File: src/rtl/sd_cmd_engine.sv
// SD-bus CMD-line engine: sends a 48-bit command with CRC7, then waits for and captures the card's response.
// Optional receive-side CRC7 checking is enabled by defining SD_CMD_CRC_CHK_EN.
module sd_cmd_engine #(
  parameter int TIMEOUT = 64,
  parameter int NCC     = 8,
  parameter int CNT_W   = 8
) (
  input  logic         iclk,
  input  logic         irst,
  input  logic         istrobe,
  input  logic         istart,
  input  logic [5:0]   iindex,
  input  logic [31:0]  iarg,
  input  logic [1:0]   iresp_type,
  input  logic         icmd_in,
  output logic         ocmd_out,
  output logic         ocmd_oe,
  output logic [127:0] oresponse,
  output logic [5:0]   oresp_index,
  output logic         obusy,
  output logic         odone,
  output logic         otimeout,
  output logic         ocrc_err,
  output logic         oframe_err
);

  typedef enum logic [2:0] {
    S_IDLE, S_LOAD, S_SEND, S_NCC, S_WAIT, S_RECV, S_CHECK, S_DONE
  } state_e;

  localparam logic [CNT_W-1:0] FRAME_BITS = CNT_W'(48);
  localparam logic [CNT_W-1:0] TO_LAST    = CNT_W'(TIMEOUT - 1);
  localparam logic [CNT_W-1:0] NCC_LAST   = CNT_W'(NCC - 1);
  localparam logic [CNT_W-1:0] SHORT_LAST = CNT_W'(46);
  localparam logic [CNT_W-1:0] LONG_LAST  = CNT_W'(134);

  // CRC7 (x^7+x^3+1, zero seed) over up to 120 bits MSB first; leading zeros leave the result unchanged.
  function automatic logic [6:0] crc7(input logic [119:0] data);
    logic [6:0] c;
    logic       fb;
    c = 7'd0;
    for (int i = 119; i >= 0; i--) begin
      fb = c[6] ^ data[i];
      c  = {c[5:0], 1'b0} ^ {3'b000, fb, 2'b00, fb};
    end
    return c;
  endfunction

  state_e           state_q, state_d;
  logic [CNT_W-1:0] cnt_q, cnt_d;
  logic [5:0]       idx_q, idx_d;
  logic [31:0]      arg_q, arg_d;
  logic [1:0]       type_q, type_d;
  logic [47:0]      tx_q, tx_d;
  logic [135:0]     rx_q, rx_d;
  logic             cmd_out_q, cmd_out_d;
  logic             cmd_oe_q, cmd_oe_d;
  logic [127:0]     resp_q, resp_d;
  logic [5:0]       resp_idx_q, resp_idx_d;
  logic             busy_q, busy_d;
  logic             done_q, done_d;
  logic             timeout_q, timeout_d;
  logic             frame_err_q, frame_err_d;
`ifdef SD_CMD_CRC_CHK_EN
  logic             crc_err_q, crc_err_d;
`endif

  // Start bit and the unchecked long-response bits are never consumed.
  logic unused_s;
  assign unused_s = ^{rx_q[135], rx_q[133:128], rx_q[47], rx_q[7:1]};

  // State and output registers.
  always_ff @(posedge iclk or negedge irst) begin
    if (!irst) begin
      state_q     <= S_IDLE;
      cnt_q       <= '0;
      idx_q       <= 6'd0;
      arg_q       <= 32'd0;
      type_q      <= 2'b00;
      tx_q        <= 48'd0;
      rx_q        <= 136'd0;
      cmd_out_q   <= 1'b1;
      cmd_oe_q    <= 1'b0;
      resp_q      <= 128'd0;
      resp_idx_q  <= 6'd0;
      busy_q      <= 1'b0;
      done_q      <= 1'b0;
      timeout_q   <= 1'b0;
      frame_err_q <= 1'b0;
`ifdef SD_CMD_CRC_CHK_EN
      crc_err_q   <= 1'b0;
`endif
    end else begin
      state_q     <= state_d;
      cnt_q       <= cnt_d;
      idx_q       <= idx_d;
      arg_q       <= arg_d;
      type_q      <= type_d;
      tx_q        <= tx_d;
      rx_q        <= rx_d;
      cmd_out_q   <= cmd_out_d;
      cmd_oe_q    <= cmd_oe_d;
      resp_q      <= resp_d;
      resp_idx_q  <= resp_idx_d;
      busy_q      <= busy_d;
      done_q      <= done_d;
      timeout_q   <= timeout_d;
      frame_err_q <= frame_err_d;
`ifdef SD_CMD_CRC_CHK_EN
      crc_err_q   <= crc_err_d;
`endif
    end
  end

  // Next-state and datapath logic; everything outside LOAD/CHECK/DONE advances only on strobe cycles.
  always_comb begin
    state_d     = state_q;
    cnt_d       = cnt_q;
    idx_d       = idx_q;
    arg_d       = arg_q;
    type_d      = type_q;
    tx_d        = tx_q;
    rx_d        = rx_q;
    cmd_out_d   = cmd_out_q;
    cmd_oe_d    = cmd_oe_q;
    resp_d      = resp_q;
    resp_idx_d  = resp_idx_q;
    timeout_d   = timeout_q;
    frame_err_d = frame_err_q;
`ifdef SD_CMD_CRC_CHK_EN
    crc_err_d   = crc_err_q;
`endif
    case (state_q)
      S_IDLE: begin
        if (istart) begin
          idx_d       = iindex;
          arg_d       = iarg;
          type_d      = iresp_type;
          timeout_d   = 1'b0;
          frame_err_d = 1'b0;
`ifdef SD_CMD_CRC_CHK_EN
          crc_err_d   = 1'b0;
`endif
          state_d     = S_LOAD;
        end else begin
          state_d = S_IDLE;
        end
      end
      S_LOAD: begin
        tx_d    = {2'b01, idx_q, arg_q, crc7({80'd0, 2'b01, idx_q, arg_q}), 1'b1};
        rx_d    = 136'd0;
        cnt_d   = FRAME_BITS;
        state_d = S_SEND;
      end
      S_SEND: begin
        if (istrobe && (cnt_q != '0)) begin
          cmd_out_d = tx_q[47];
          cmd_oe_d  = 1'b1;
          tx_d      = {tx_q[46:0], 1'b0};
          cnt_d     = cnt_q - CNT_W'(1);
        end else if (istrobe) begin
          cmd_out_d = 1'b1;
          cmd_oe_d  = 1'b0;
          cnt_d     = '0;
          state_d   = (type_q == 2'b00) ? S_NCC : S_WAIT;
        end else begin
          state_d = S_SEND;
        end
      end
      S_NCC: begin
        if (istrobe && (cnt_q == NCC_LAST)) begin
          state_d = S_DONE;
        end else if (istrobe) begin
          cnt_d = cnt_q + CNT_W'(1);
        end else begin
          state_d = S_NCC;
        end
      end
      S_WAIT: begin
        // A start bit on the last allowed strobe still counts as a response.
        if (istrobe && !icmd_in) begin
          rx_d    = {rx_q[134:0], icmd_in};
          cnt_d   = (type_q == 2'b10) ? LONG_LAST : SHORT_LAST;
          state_d = S_RECV;
        end else if (istrobe && (cnt_q == TO_LAST)) begin
          timeout_d = 1'b1;
          state_d   = S_DONE;
        end else if (istrobe) begin
          cnt_d = cnt_q + CNT_W'(1);
        end else begin
          state_d = S_WAIT;
        end
      end
      S_RECV: begin
        if (istrobe) begin
          rx_d = {rx_q[134:0], icmd_in};
          if (cnt_q == '0) begin
            state_d = S_CHECK;
          end else begin
            cnt_d = cnt_q - CNT_W'(1);
          end
        end else begin
          state_d = S_RECV;
        end
      end
      S_CHECK: begin
        if (type_q == 2'b10) begin
          resp_d      = {rx_q[127:1], 1'b0};
          frame_err_d = rx_q[134] | ~rx_q[0];
        end else begin
          resp_d      = {96'd0, rx_q[39:8]};
          resp_idx_d  = rx_q[45:40];
          frame_err_d = rx_q[46] | ~rx_q[0];
        end
`ifdef SD_CMD_CRC_CHK_EN
        case (type_q)
          2'b01:   crc_err_d = (crc7({80'd0, rx_q[47:8]}) != rx_q[7:1]);
          2'b10:   crc_err_d = (crc7(rx_q[127:8]) != rx_q[7:1]);
          default: crc_err_d = 1'b0;
        endcase
`endif
        state_d = S_DONE;
      end
      S_DONE:  state_d = S_IDLE;
      default: state_d = S_IDLE;
    endcase
    busy_d = (state_d != S_IDLE);
    done_d = (state_d == S_DONE);
  end

  assign ocmd_out    = cmd_out_q;
  assign ocmd_oe     = cmd_oe_q;
  assign oresponse   = resp_q;
  assign oresp_index = resp_idx_q;
  assign obusy       = busy_q;
  assign odone       = done_q;
  assign otimeout    = timeout_q;
  assign oframe_err  = frame_err_q;
`ifdef SD_CMD_CRC_CHK_EN
  assign ocrc_err    = crc_err_q;
`else
  assign ocrc_err    = 1'b0;
`endif

endmodule

File: config.mk
export PLATFORM = sky130hd
export DESIGN_NAME = sd_cmd_engine
export DESIGN_NICKNAME = d
export VERILOG_FILES = /design/src/rtl/sd_cmd_engine.sv
export SDC_FILE = /design/constraint.sdc
export NUM_CORES = 1
export LEC_CHECK = 0
export CAP_MARGIN = 40
export CORE_MARGIN = 3
export CORE_UTILIZATION = 50
export DETAILED_ROUTE_END_ITERATION = 8
export PLACE_DENSITY = 0.72
export SYNTH_ARGS = -nofsm -noshare
export SYNTH_HDL_FRONTEND = slang
export SYNTH_SLANG_ARGS = --single-unit
File: constraint.sdc
create_clock -name iclk -period 2.2 [get_ports iclk]
set_input_delay 0.33 -clock iclk [delete_from_list [all_inputs] [get_ports iclk]]
set_output_delay 0.33 -clock iclk [all_outputs]
set_load 0.1 [all_outputs]
==> flow_summary.html, run 1 <==
<table>
<tr><th>Metric</th><th>Value</th></tr>
<tr><th colspan="2">Outcome</th></tr>
<tr><td>Outcome</td><td>finished with violations</td></tr>
<tr><td>Violated checks</td><td>setup timing</td></tr>
<tr><th colspan="2">Worst setup path</th></tr>
<tr><td>Cell family with most CP delay</td><td>XOR/XNOR gates</td></tr>
<tr><td>Worst path max stage delay</td><td>0.50 ns</td></tr>
<tr><td>Worst path required time</td><td>2.63 ns</td></tr>
<tr><td>Crit path launch type</td><td>register</td></tr>
<tr><td>Crit Path Max Fanout</td><td>5</td></tr>
<tr><td>Critical Path End Type</td><td>register</td></tr>
<tr><td>Worst Setup Path Type</td><td>register to register</td></tr>
<tr><td>Worst path slowest cell</td><td>sky130_fd_sc_hd__xnor3_2</td></tr>
<tr><td>WP buf/inv</td><td>1</td></tr>
<tr><td>Cell repeated most along the worst path</td><td>sky130_fd_sc_hd__xnor2_2</td></tr>
<tr><td>Critical path arrival</td><td>2.78 ns</td></tr>
<tr><td>Worst-path cell chain</td><td>xnor2_4, buf_4, xor2_2, xnor2_2, xnor3_2, xnor2_2, xnor2_1, a221oi_2</td></tr>
<tr><th colspan="2">Hold path</th></tr>
<tr><td>Kind of path behind the tightest hold check</td><td>primary input to asynchronous set/reset pin</td></tr>
<tr><th colspan="2">Timing</th></tr>
<tr><td>Max Transition Viols Final</td><td>0</td></tr>
<tr><td>Upper clock frequency limit</td><td>between 400 and 500 MHz</td></tr>
<tr><td>Number of setup violations in the final report</td><td>7</td></tr>
<tr><td>Unrepaired setup endpoints after global routing</td><td>true</td></tr>
<tr><td>Ratio of final minimum period to clock period</td><td>106.6%</td></tr>
<tr><td>Relative slew slack</td><td>between 40% and 50%</td></tr>
<tr><td>Time the final worst path needs with I/O delays and setup</td><td>2.344 ns</td></tr>
<tr><td>Final hold slack</td><td>0.3370 ns</td></tr>
<tr><td>Setup skew after layout</td><td>between 0.02 and 0.025 ns</td></tr>
<tr><td>Post-route setup slack</td><td>-0.1445 ns</td></tr>
<tr><td>Transition time of the tightest slew-check pin</td><td>0.7559 ns</td></tr>
<tr><td>Final hold vios</td><td>0</td></tr>
<tr><th colspan="2">Drt</th></tr>
<tr><td>Initial DRT Pass Iterations</td><td>6</td></tr>
<tr><td>Vias per cell</td><td>between 5 and 6</td></tr>
<tr><td>Routed len/inst</td><td>around 16 um</td></tr>
<tr><td>Number of remaining DRC errors</td><td>0</td></tr>
<tr><td>DRT antenna net count</td><td>0</td></tr>
<tr><td>Total detailed-routing wirelength</td><td>37490 um</td></tr>
<tr><td>Number of DRC markers after the initial detailed-route iteration</td><td>~840</td></tr>
<tr><td>Via count</td><td>12600</td></tr>
<tr><th colspan="2">GRT</th></tr>
<tr><td>Antenna violations before repair</td><td>0</td></tr>
<tr><td>Wire length of the first global-routing pass</td><td>63070 um</td></tr>
<tr><td>GRT Residual Overflow</td><td>0</td></tr>
<tr><td>GRT Resource Usage Total</td><td>roughly a fifth</td></tr>
<tr><td>Vias in the first global route</td><td>between 10000 and 15000</td></tr>
<tr><td>Pin count of the biggest net entering global routing</td><td>136</td></tr>
<tr><th colspan="2">CTS</th></tr>
<tr><td>Library cell used as clock root buffer</td><td>sky130_fd_sc_hd__clkbuf_16</td></tr>
<tr><td>Clock-pin slew on the worst setup and hold paths</td><td>approximately 0.060 ns</td></tr>
<tr><td>Clock tree from TritonCTS</td><td>built</td></tr>
<tr><td>Max clock buf depth</td><td>3</td></tr>
<tr><td>Source-to-sink clock delay at the later pin of the worst-skew pair</td><td>0.52 ns</td></tr>
<tr><td>H-Tree Level Count</td><td>2</td></tr>
<tr><td>Number of buffers added by the clock tree synthesis step</td><td>40</td></tr>
<tr><td>Sinks on the clock net</td><td>374</td></tr>
<tr><th colspan="2">Logic synthesis</th></tr>
<tr><td>Post-synth top cells</td><td>595 x sky130_fd_sc_hd__nand2_1, 373 x sky130_fd_sc_hd__dfrtp_1, 284 x sky130_fd_sc_hd__o21ai_0</td></tr>
<tr><td>Yosys warning total</td><td>0</td></tr>
<tr><td>Post-synth top flop</td><td>sky130_fd_sc_hd__dfrtp_1</td></tr>
<tr><td>Library cell with the largest summed area after synthesis</td><td>sky130_fd_sc_hd__dfrtp_1</td></tr>
<tr><td>Number of distinct library cells after synthesis</td><td>55</td></tr>
<tr><td>Post-Synthesis Net Count</td><td>1789</td></tr>
<tr><td>Area of the mapped netlist</td><td>around 16000 um2</td></tr>
<tr><td>Share of synthesized area occupied by flip-flops and latches</td><td>a little under three fifths</td></tr>
<tr><td>Number of storage elements in the synthesis netlist</td><td>374</td></tr>
<tr><td>Most common cell in the synthesized netlist</td><td>sky130_fd_sc_hd__nand2_1</td></tr>
<tr><td>Avg Synthesized Cell Area</td><td>9.381 um2</td></tr>
<tr><td>Number of enable flip-flop cells after synthesis</td><td>0</td></tr>
<tr><td>Synth area leaders</td><td>sky130_fd_sc_hd__dfrtp_1 57%, sky130_fd_sc_hd__nand2_1 14%, sky130_fd_sc_hd__o21ai_0 8.7%</td></tr>
<tr><td>Mapped Cells</td><td>1741</td></tr>
<tr><td>Area share of the leading cell type in the synthesized netlist</td><td>57.15%</td></tr>
<tr><td>Fraction of synthesis flops using an asynchronous set or reset pin</td><td>between 90% and 100%</td></tr>
<tr><th colspan="2">Placement</th></tr>
<tr><td>Placer Congestion</td><td>around 0.85</td></tr>
<tr><td>Detail Placement HPWL</td><td>25630 um</td></tr>
<tr><td>Dpl ws</td><td>-0.2506 ns</td></tr>
<tr><td>Post-place instance area</td><td>about 19000 um2</td></tr>
<tr><td>Total of buffers placed on input and output ports</td><td>184</td></tr>
<tr><th colspan="2">Power</th></tr>
<tr><td>P per Cell Area</td><td>1610 nW/um2</td></tr>
<tr><td>Leakage power figure</td><td>9.065 nW</td></tr>
<tr><td>IR Drop Worst-Case VDD</td><td>2.462 mV</td></tr>
<tr><th colspan="2">Final layout</th></tr>
<tr><td>Final Net Count</td><td>2006</td></tr>
<tr><td>Antenna diodes</td><td>0</td></tr>
<tr><td>Layout area overhead</td><td>25.33%</td></tr>
<tr><td>Share of cells above drive strength 1</td><td>20.43%</td></tr>
<tr><td>Final design instance area without fill</td><td>20470 um2</td></tr>
<tr><th colspan="2">Floorplanning</th></tr>
<tr><td>DIE HEIGHT</td><td>186.7 um</td></tr>
<tr><td>Placement Rows</td><td>65</td></tr>
<tr><td>DIE WIDTH</td><td>186.7 um</td></tr>
<tr><td>Initial Util</td><td>51.23%</td></tr>
<tr><td>Floorplan core area</td><td>31880 um2</td></tr>
<tr><td>Die ar.</td><td>34870 um2</td></tr>
<tr><td>I/O pin cnt</td><td>186</td></tr>
<tr><th colspan="2">Run</th></tr>
<tr><td>Total of max-cap violations</td><td>0</td></tr>
</table>
cells by family after synthesis:
family | share of synthesized area, %
buf+inv | 3.034
compound gates | 12.24
mux | 5.072
other cells | 0.02296
flops | 57.31
fa+ha+maj | 0.2299
xor+xnor | 5.049
simple gates | 17.04
sequential cells by signal, indices dropped and copies added (netlist names), 3 cells and up:
signal,flops
arg_q,32
idx_q,6
rx_q,135
cnt_q,8
tx_q,48
oresponse,128
oresp_index,6
state_q,3
repair_timing:
| item | 4_1_cts | 5_1_grt |
|---|---|---|
| hold buffers | 1 | 0 |
| setup endpoints to repair | 7 | 21 |
| gates resized for setup | 11 | 19 |
| cloned | 0 | 0 |
| setup buffers | 0 | 3 |
| pin swaps | 7 | 6 |
| hold endpoints to repair | 48 | 0 |
cell type report:
type                            count  area (um2)
Sequential cell                   374        9365
Timing Repair Buffer              298        2584
Clock buffer                       55        1109
Tap cell                          435       544.3
Multi-Input combinational cell   1236        6740
Clock inverter                     11       97.59
Inverter                            8       30.03
Fill cell                        2633       11410
cells in the final DEF (no fill, tap or decap), drive strengths merged, types with 3 or more instances in the layout:
cell           Yosys  layout
nand3             10      10
buf                8     254
xnor3             12      12
ha                 3       3
nor2b              7       7
nand2b             5       5
mux2              46      46
nor3               8       8
o21ai            288     288
a21oi             17      17
xor2              14      14
nand2            595     595
clkdlybuf4s50      0      43
a31oi             44      44
mux2i             31      31
nor2              74      74
and3               3       3
nor4               3       3
inv                8      11
dfrtp            373     373
clkinv             0       6
clkbuf           115      55
xnor2             41      41
stage by stage:
stage          util (%)  total power [mW]  std cells  setup TNS (ns)
6_report          64.21             32.95       2417         -0.6597
2_1_floorplan         -             20.20       1741        -0.01655
3_3_place_gp      59.73             24.95       2347          -1.303
5_1_grt           64.21             34.39       2417          -1.349
3_5_place_dp      59.73             25.22       2347          -2.341
4_1_cts           63.74             32.32       2414         -0.4414
metal layers:
layer | up-vias | global-route usage (%) | wire (um)
met5 | - | 0 | 0
met3 | 52 | 3.137 | 1751
met1 | 6060 | 30.60 | 17510
li1 | 6173 | - | -
met4 | 0 | 4.740 | 620
met2 | 315 | 35.09 | 17610
power breakdown:
group / internal, mW / leakage (nW) / total, mW / switching [mW]
registers: 7.85 / 5.00 / 8.74 / 0.886
logic: 9.64 / 3.48 / 18.0 / 8.31
clock network: 3.64 / 0.591 / 6.26 / 2.62
final timing paths:
path / cells after the start / endpoint / start / slack (ns)
worst min register to register: 2 / oresponse[80] / oresponse[80] / 0.48
worst max register to register: 8 / tx_q[1] / idx_q[5] / -0.14
worst max-delay path: 8 / tx_q[1] / idx_q[5] / -0.14
max in group asynchronous: 3 / tx_q[36] / irst / 1.11
worst min-delay path: 2 / oresp_index[1] / irst / 0.34
min in group iclk: 2 / arg_q[5] / iarg[5] / 0.42
(Power assumes the default switching activity.)
==> inputs of run 2 (changes only) <==
CTS_CLUSTER_DIAMETER = 120   (was unset)
==> results of run 2 <==
Final layout, timing and power as in run 1 (identical DEF).
==> inputs of run 3 (changes only) <==
--- a/config.mk
+++ b/config.mk
@@ -6,5 +6,4 @@
 export NUM_CORES = 1
 export LEC_CHECK = 0
-export CAP_MARGIN = 40
 export CORE_MARGIN = 3
 export CORE_UTILIZATION = 50
==> constraint.sdc (replaced) <==
create_clock -name iclk -period 2.2 [get_ports iclk]
set_input_delay 0.22 -clock iclk [delete_from_list [all_inputs] [get_ports iclk]]
set_output_delay 0.22 -clock iclk [all_outputs]
set_load 0.1 [all_outputs]
==> run 3 against run 2 <==
  * Flip-flop and latch count stayed put
  * Wire length is 0.97% higher
  * First-iteration DRC count is 2.8% lower
  * Sequential power is 0.6% lower
  * Critical path type unchanged
  * The run still ends with setup timing left
  * Critical endpoint unchanged
  * Register-to-register slack better by 0.02 ns
  * Die area stayed put
  * Non-clock buffer count is 6 higher
  * Combinational power is 4% lower
  * Fmax is 0.87% higher
  * Clock power is 8.3% higher
  * Clock-buffer cell count is 6 higher
==> flow_summary.html, run 3 (synthesis gave the netlist of run 1 again) <==
<table>
<tr><th>Metric</th><th>Value</th></tr>
<tr><th colspan="2">Final layout</th></tr>
<tr><td>Register bank with the most flops</td><td>rx_q (unchanged)</td></tr>
<tr><td>Number of flip-flops under the largest register name</td><td>135 (unchanged)</td></tr>
<tr><td>Commonest non-fill, non-tap cell in the layout</td><td>sky130_fd_sc_hd__nand2_1 (unchanged)</td></tr>
<tr><td>Final core utilization</td><td>64.66% (was 64.21%)</td></tr>
<tr><td>Final std cells w/o fill</td><td>2430 (was 2417)</td></tr>
<tr><td>Leading cell types in the layout, fill and taps excluded</td><td>595 x sky130_fd_sc_hd__nand2_1, 368 x sky130_fd_sc_hd__dfrtp_1, 284 x sky130_fd_sc_hd__o21ai_0, 235 x sky130_fd_sc_hd__buf_4, 73 x sky130_fd_sc_hd__nor2_1 (was 595 x sky130_fd_sc_hd__nand2_1, 369 x sky130_fd_sc_hd__dfrtp_1, 283 x sky130_fd_sc_hd__o21ai_0, 234 x sky130_fd_sc_hd__buf_4, 73 x sky130_fd_sc_hd__nor2_1)</td></tr>
<tr><td>Final Net Count</td><td>2013 (was 2006)</td></tr>
<tr><td>Share of cells above drive strength 1</td><td>20.55% (was 20.43%)</td></tr>
<tr><td>Antenna diodes</td><td>0 (unchanged)</td></tr>
<tr><td>Layout area overhead</td><td>26.22% (was 25.33%)</td></tr>
<tr><th colspan="2">Worst setup path</th></tr>
<tr><td>Crit path launch type</td><td>register (unchanged)</td></tr>
<tr><td>R2R setup slack</td><td>-0.12 ns (was -0.14 ns)</td></tr>
<tr><td>Worst path required time</td><td>2.64 ns (was 2.63 ns)</td></tr>
<tr><td>Worst Setup Path Type</td><td>register to register (unchanged)</td></tr>
<tr><td>Crit Path Max Fanout</td><td>3 (was 5)</td></tr>
<tr><td>Critical path arrival</td><td>2.76 ns (was 2.78 ns)</td></tr>
<tr><td>Critical Path End Type</td><td>register (unchanged)</td></tr>
<tr><th colspan="2">GRT</th></tr>
<tr><td>GRT Residual Overflow</td><td>0 (unchanged)</td></tr>
<tr><td>GRT Resource Usage Total</td><td>21.63% (was 21.40%)</td></tr>
<tr><td>Antenna violations before repair</td><td>0 (unchanged)</td></tr>
<tr><td>Vias in the first global route</td><td>12380 (was 12250)</td></tr>
<tr><td>Wire length of the first global-routing pass</td><td>63520 um (was 63070 um)</td></tr>
<tr><td>Pin count of the biggest net entering global routing</td><td>115 (was 136)</td></tr>
<tr><th colspan="2">Floorplanning</th></tr>
<tr><td>Die ar.</td><td>34870 um2 (unchanged)</td></tr>
<tr><td>Initial Util</td><td>51.23% (unchanged)</td></tr>
<tr><td>I/O pin cnt</td><td>186 (unchanged)</td></tr>
<tr><td>DIE HEIGHT</td><td>186.7 um (unchanged)</td></tr>
<tr><td>DIE WIDTH</td><td>186.7 um (unchanged)</td></tr>
<tr><td>Placement Rows</td><td>65 (unchanged)</td></tr>
<tr><td>Floorplan core area</td><td>31880 um2 (unchanged)</td></tr>
<tr><th colspan="2">Drt</th></tr>
<tr><td>Initial DRT Pass Iterations</td><td>5 (was 6)</td></tr>
<tr><td>Number of DRC markers after the initial detailed-route iteration</td><td>813 (was 836)</td></tr>
<tr><td>Number of remaining DRC errors</td><td>0 (unchanged)</td></tr>
<tr><td>Vias per cell</td><td>5.200 (was 5.213)</td></tr>
<tr><td>Via count</td><td>12640 (was 12600)</td></tr>
<tr><td>DRT antenna net count</td><td>0 (unchanged)</td></tr>
<tr><td>Routed len/inst</td><td>15.58 um (was 15.51 um)</td></tr>
<tr><td>Total detailed-routing wirelength</td><td>37850 um (was 37490 um)</td></tr>
<tr><th colspan="2">Timing</th></tr>
<tr><td>Number of setup violations in the final report</td><td>6 (was 7)</td></tr>
<tr><td>Sum of negative setup slack</td><td>-0.4681 ns (was -0.6597 ns)</td></tr>
<tr><td>Upper clock frequency limit</td><td>430.3 MHz (was 426.5 MHz)</td></tr>
<tr><td>Final hold vios</td><td>0 (unchanged)</td></tr>
<tr><td>Max Transition Viols Final</td><td>0 (unchanged)</td></tr>
<tr><td>Unrepaired setup endpoints after global routing</td><td>true (unchanged)</td></tr>
<tr><td>Setup skew after layout</td><td>0.009730 ns (was 0.02150 ns)</td></tr>
<tr><td>Time the final worst path needs with I/O delays and setup</td><td>2.324 ns (was 2.344 ns)</td></tr>
<tr><td>Relative slew slack</td><td>49.77% (was 49.61%)</td></tr>
<tr><td>Transition time of the tightest slew-check pin</td><td>0.7507 ns (was 0.7559 ns)</td></tr>
<tr><td>Ratio of final minimum period to clock period</td><td>105.6% (was 106.6%)</td></tr>
<tr><td>Post-route setup slack</td><td>-0.1242 ns (was -0.1445 ns)</td></tr>
<tr><th colspan="2">Power</th></tr>
<tr><td>Internal</td><td>21.32 mW (was 21.13 mW)</td></tr>
<tr><td>P_sw</td><td>11.40 mW (was 11.82 mW)</td></tr>
<tr><td>Fraction of power consumed by sequential logic</td><td>26.6% (was 26.5%)</td></tr>
<tr><td>Proportion of power drawn by combinational gates</td><td>52.7% (was 54.5%)</td></tr>
<tr><td>P per Cell Area</td><td>1587 nW/um2 (was 1610 nW/um2)</td></tr>
<tr><td>Clk pwr share</td><td>20.7% (was 19.0%)</td></tr>
<tr><td>Leakage power figure</td><td>9.145 nW (was 9.065 nW)</td></tr>
<tr><td>Proportion of total power due to net switching</td><td>34.85% (was 35.86%)</td></tr>
<tr><td>Overall power</td><td>32.72 mW (was 32.95 mW)</td></tr>
<tr><td>IR Drop Worst-Case VDD</td><td>2.340 mV (was 2.462 mV)</td></tr>
<tr><th colspan="2">CTS</th></tr>
<tr><td>Sinks on the clock net</td><td>374 (unchanged)</td></tr>
<tr><td>Max clock buf depth</td><td>3 (unchanged)</td></tr>
<tr><td>Number of buffers added by the clock tree synthesis step</td><td>41 (was 40)</td></tr>
<tr><td>H-Tree Level Count</td><td>2 (unchanged)</td></tr>
<tr><td>Clock tree from TritonCTS</td><td>built (unchanged)</td></tr>
<tr><td>Source-to-sink clock delay at the later pin of the worst-skew pair</td><td>0.53 ns (was 0.52 ns)</td></tr>
<tr><td>Clock-pin slew on the worst setup and hold paths</td><td>0.06 ns (about the same)</td></tr>
<tr><td>Library cell used as clock root buffer</td><td>sky130_fd_sc_hd__clkbuf_16 (unchanged)</td></tr>
<tr><th colspan="2">Placement</th></tr>
<tr><td>Placed cells</td><td>2348 (was 2347)</td></tr>
<tr><td>Detail Placement HPWL</td><td>25240 um (was 25630 um)</td></tr>
<tr><td>Total of buffers placed on input and output ports</td><td>184 (unchanged)</td></tr>
<tr><td>Placer Congestion</td><td>0.8719 (was 0.8545)</td></tr>
<tr><th colspan="2">Outcome</th></tr>
<tr><td>Violated checks</td><td>setup timing (unchanged)</td></tr>
<tr><td>Outcome</td><td>finished with violations (unchanged)</td></tr>
<tr><th colspan="2">Run</th></tr>
<tr><td>Total of max-cap violations</td><td>0 (unchanged)</td></tr>
<tr><th colspan="2">Hold path</th></tr>
<tr><td>Kind of path behind the tightest hold check</td><td>primary input to asynchronous set/reset pin (unchanged)</td></tr>
</table>
-- run 3: power groups by stage --
stage	Clock (mW)	Sequential, mW	Combinational, mW
floorplan	0	8.81	11.4
global placement	0	8.74	15.8
detailed placement	0	8.78	16.0
CTS	6.95	8.68	16.8
global route	7.26	8.81	18.1
finish	6.78	8.69	17.2
-- run 3: path summary, 6_finish.rpt --
path / from / to / depth (start not counted)
worst max-delay path: idx_q[3] / tx_q[1] / 7
worst min-delay path: irst / oresp_index[1] / 2
worst max register to register: idx_q[3] / tx_q[1] / 7
worst min register to register: oresponse[77] / oresponse[77] / 2
max in group asynchronous: irst / ocmd_out / 3
min in group iclk: iarg[19] / arg_q[19] / 2
-- run 3: final cells by class --
class | count | area, um2
Inverter | 8 | 30.03
Clock inverter | 12 | 145.1
Clock buffer | 61 | 1191
Timing Repair Buffer | 304 | 2688
Fill cell | 2577 | 11270
Sequential cell | 374 | 9366
Tap cell | 435 | 544.3
Multi-Input combinational cell | 1236 | 6650
-- run 3: worst max-delay path, cell delays in order, from the launching register on --
cell                       delay, ns
sky130_fd_sc_hd__dfrtp_1        0.45
sky130_fd_sc_hd__xnor2_2        0.21
sky130_fd_sc_hd__xor2_1         0.28
sky130_fd_sc_hd__xnor2_2        0.19
sky130_fd_sc_hd__xnor3_2        0.51
sky130_fd_sc_hd__xnor2_2        0.17
sky130_fd_sc_hd__xnor2_1        0.15
sky130_fd_sc_hd__a221oi_2       0.26
-- run 3: per-layer routing --
metal	vias up	part of all wire, %	global-route usage, %
met2	326	46	34.31
met5	-	0	0
met1	6043	46	31.64
met3	65	5.1	3.269
met4	0	2.0	5.438
li1	6203	-	-
-- run 3: through the flow --
| stage | setup slack, ns | cell area [um2] | hold slack, ns |
|---|---|---|---|
| 6_report | -0.1242 | 20610 | 0.2531 |
| 5_1_grt | -0.2820 | 20610 | 0.2925 |
| 4_1_cts | -0.1129 | 20480 | 0.2620 |
| 3_5_place_dp | -0.2259 | 19060 | 0.2296 |
| 3_3_place_gp | -0.1757 | 19060 | 0.2238 |
| 2_1_floorplan | -0.01655 | 16370 | -0.07559 |
-- run 3: repair_timing --
action                                 in CTS  in global routing
setup endpoints to repair                   8                 44
pin swaps                                   8                  9
gates cloned                                0                  1
endpoints found under the hold margin      56                  0
resized for setup                           9                 11
hold buffers                                1                  0
buffers inserted                            3                  4
==> RTL edit (flow settings as in run 3) <==
Add a define of `SD_CMD_CRC_CHK_EN`.
--- a/src/rtl/sd_cmd_engine.sv
+++ b/src/rtl/sd_cmd_engine.sv
@@ -1,5 +1,7 @@
 // SD-bus CMD-line engine: sends a 48-bit command with CRC7, then waits for and captures the card's response.
 // Optional receive-side CRC7 checking is enabled by defining SD_CMD_CRC_CHK_EN.
+`define SD_CMD_CRC_CHK_EN
+
 module sd_cmd_engine #(
   parameter int TIMEOUT = 64,
   parameter int NCC     = 8,
Check against the original RTL: same outputs for any inputs over 4 cycles, from zero or initial values and one cycle with irst low; that may be too few to reach the edited logic, so the function may still have changed.
==> RTL edit against run 3 <==
The run still ends with setup timing left; via count is 30% higher; final area is 33% higher; synthesized area is 24% higher; routed wire length is 42% higher; combinational power is 80% higher; setup slack worse by 2800 ps; count of clock-buffer cells in the layout is 3 lower; total power is 44% higher; die area is 23% higher; critical path depth is 11 higher; sequential cell count is 1 higher; core utilization is 4.0 points higher; critical endpoint is now ocrc_err$_DFFE_PN0P_; largest power group unchanged.
==> RTL edit: results (changes against run 3) <==
Synthesis
  • Seq/Total Area, Yosys: 46.4% (-11 points)
  • Count of different cell masters after synthesis: 52 (-5.5%)
  • Syn Nets: 2199 (+23%)

Global routing
  • Total GRT Usage: 24.6% (+2.9 points)
  • Met2 usage: 41.2% (+6.9 points)
  • Largest net degree at the start of global routing: 136 (+18%)
  • Met1 usage: 33.3% (+1.7 points)

Clock network
  • # Post-CTS Setup Buffers: 17 (+14)

Outcome
  • Status: finished with violations
  • Failing checks: setup timing

Pwr
  • Leakage: 13.3 nW (+45%)
  • Sequential power share: 18.6% (-8.0 points)
  • Clock share of power: 15.5% (-5.2 points)

Route
  • WL/cell: 17.0 µm (+9.2%)
  • Met1 Wirelength: 23.2 mm (+32%)
  • Routed met2 length: 26.7 mm (+52%)
  • Met3 WL post-DR: 2.12 mm (+10%)

Place
  • Detailed placement HPWL: 37.4 mm (+48%)
  • # placed instances: 3060 (+30%)
  • Place WS: -2830 ps (-2610 ps)

Timing
  • Final setup viols: 8 (+2)
  • Worst Skew: 23.3 ps (+13.6 ps)
  • Final worst slack: -2880 ps (-2760 ps)

Layout
  • Layout cell share with drive strength beyond 1: 28.7% (+8.1 points)

Setup path
  • Crit path DAT: 5480 ps (+2720 ps)
==> RTL edit: cell count changes after synthesis, moves of 9 or more <==
cell / before / now
xnor2_1: 37 / 248
nand3_1: 10 / 101
o21ai_0: 284 / 201
xor2_1: 14 / 63
a21oi_1: 17 / 63
nand2_1: 595 / 641
a31oi_1: 44 / 4
xnor3_1: 8 / 48
mux2i_1: 31 / 70
mux2_2: 46 / 9
clkbuf_1: 115 / 132
xnor2_2: 3 / 14
nor2_1: 74 / 65
==> RTL edit: logic make-up after synthesis <==
| kind of cell | share of synthesized area (%) |
|---|---|
| and+or+nand+nor | 16.6 |
| adders and majority gates | 0.433 |
| xor gates and xnor gates | 22.1 |
| buffers and inverters | 3.03 |
| muxes | 3.96 |
| DFF | 46.4 |
| AOI/OAI and AO/OA | 7.58 |
==> RTL edit: worst paths after layout <==
check                                                from                    endpoint  slack (ps)  depth (start not counted)
worst min-delay path                             iarg[22]       arg_q[22]$_DFFE_PN0P_         190                          3
min in group asynchronous                            irst  oresponse[116]$_DFFE_PN0P_         250                          2
worst max register to register      rx_q[103]$_DFFE_PN0P_        ocrc_err$_DFFE_PN0P_       -2880                         18
worst min register to register  oresponse[87]$_DFFE_PN0P_   oresponse[87]$_DFFE_PN0P_         460                          2
max in group asynchronous                            irst        ocmd_out$_DFFE_PN1P_        1150                          3
worst max-delay path                rx_q[103]$_DFFE_PN0P_        ocrc_err$_DFFE_PN0P_       -2880                         18
==> RTL edit: cell type report <==
cell class / count / area [µm²]
inverters: 13 / 48.8
fillers: 2963 / 12500
clock inverters: 15 / 196
well taps: 525 / 657
flip-flops and latches: 375 / 9390
clock buffers: 58 / 1240
repair buffers: 563 / 4610
multi-input cells: 1611 / 11200
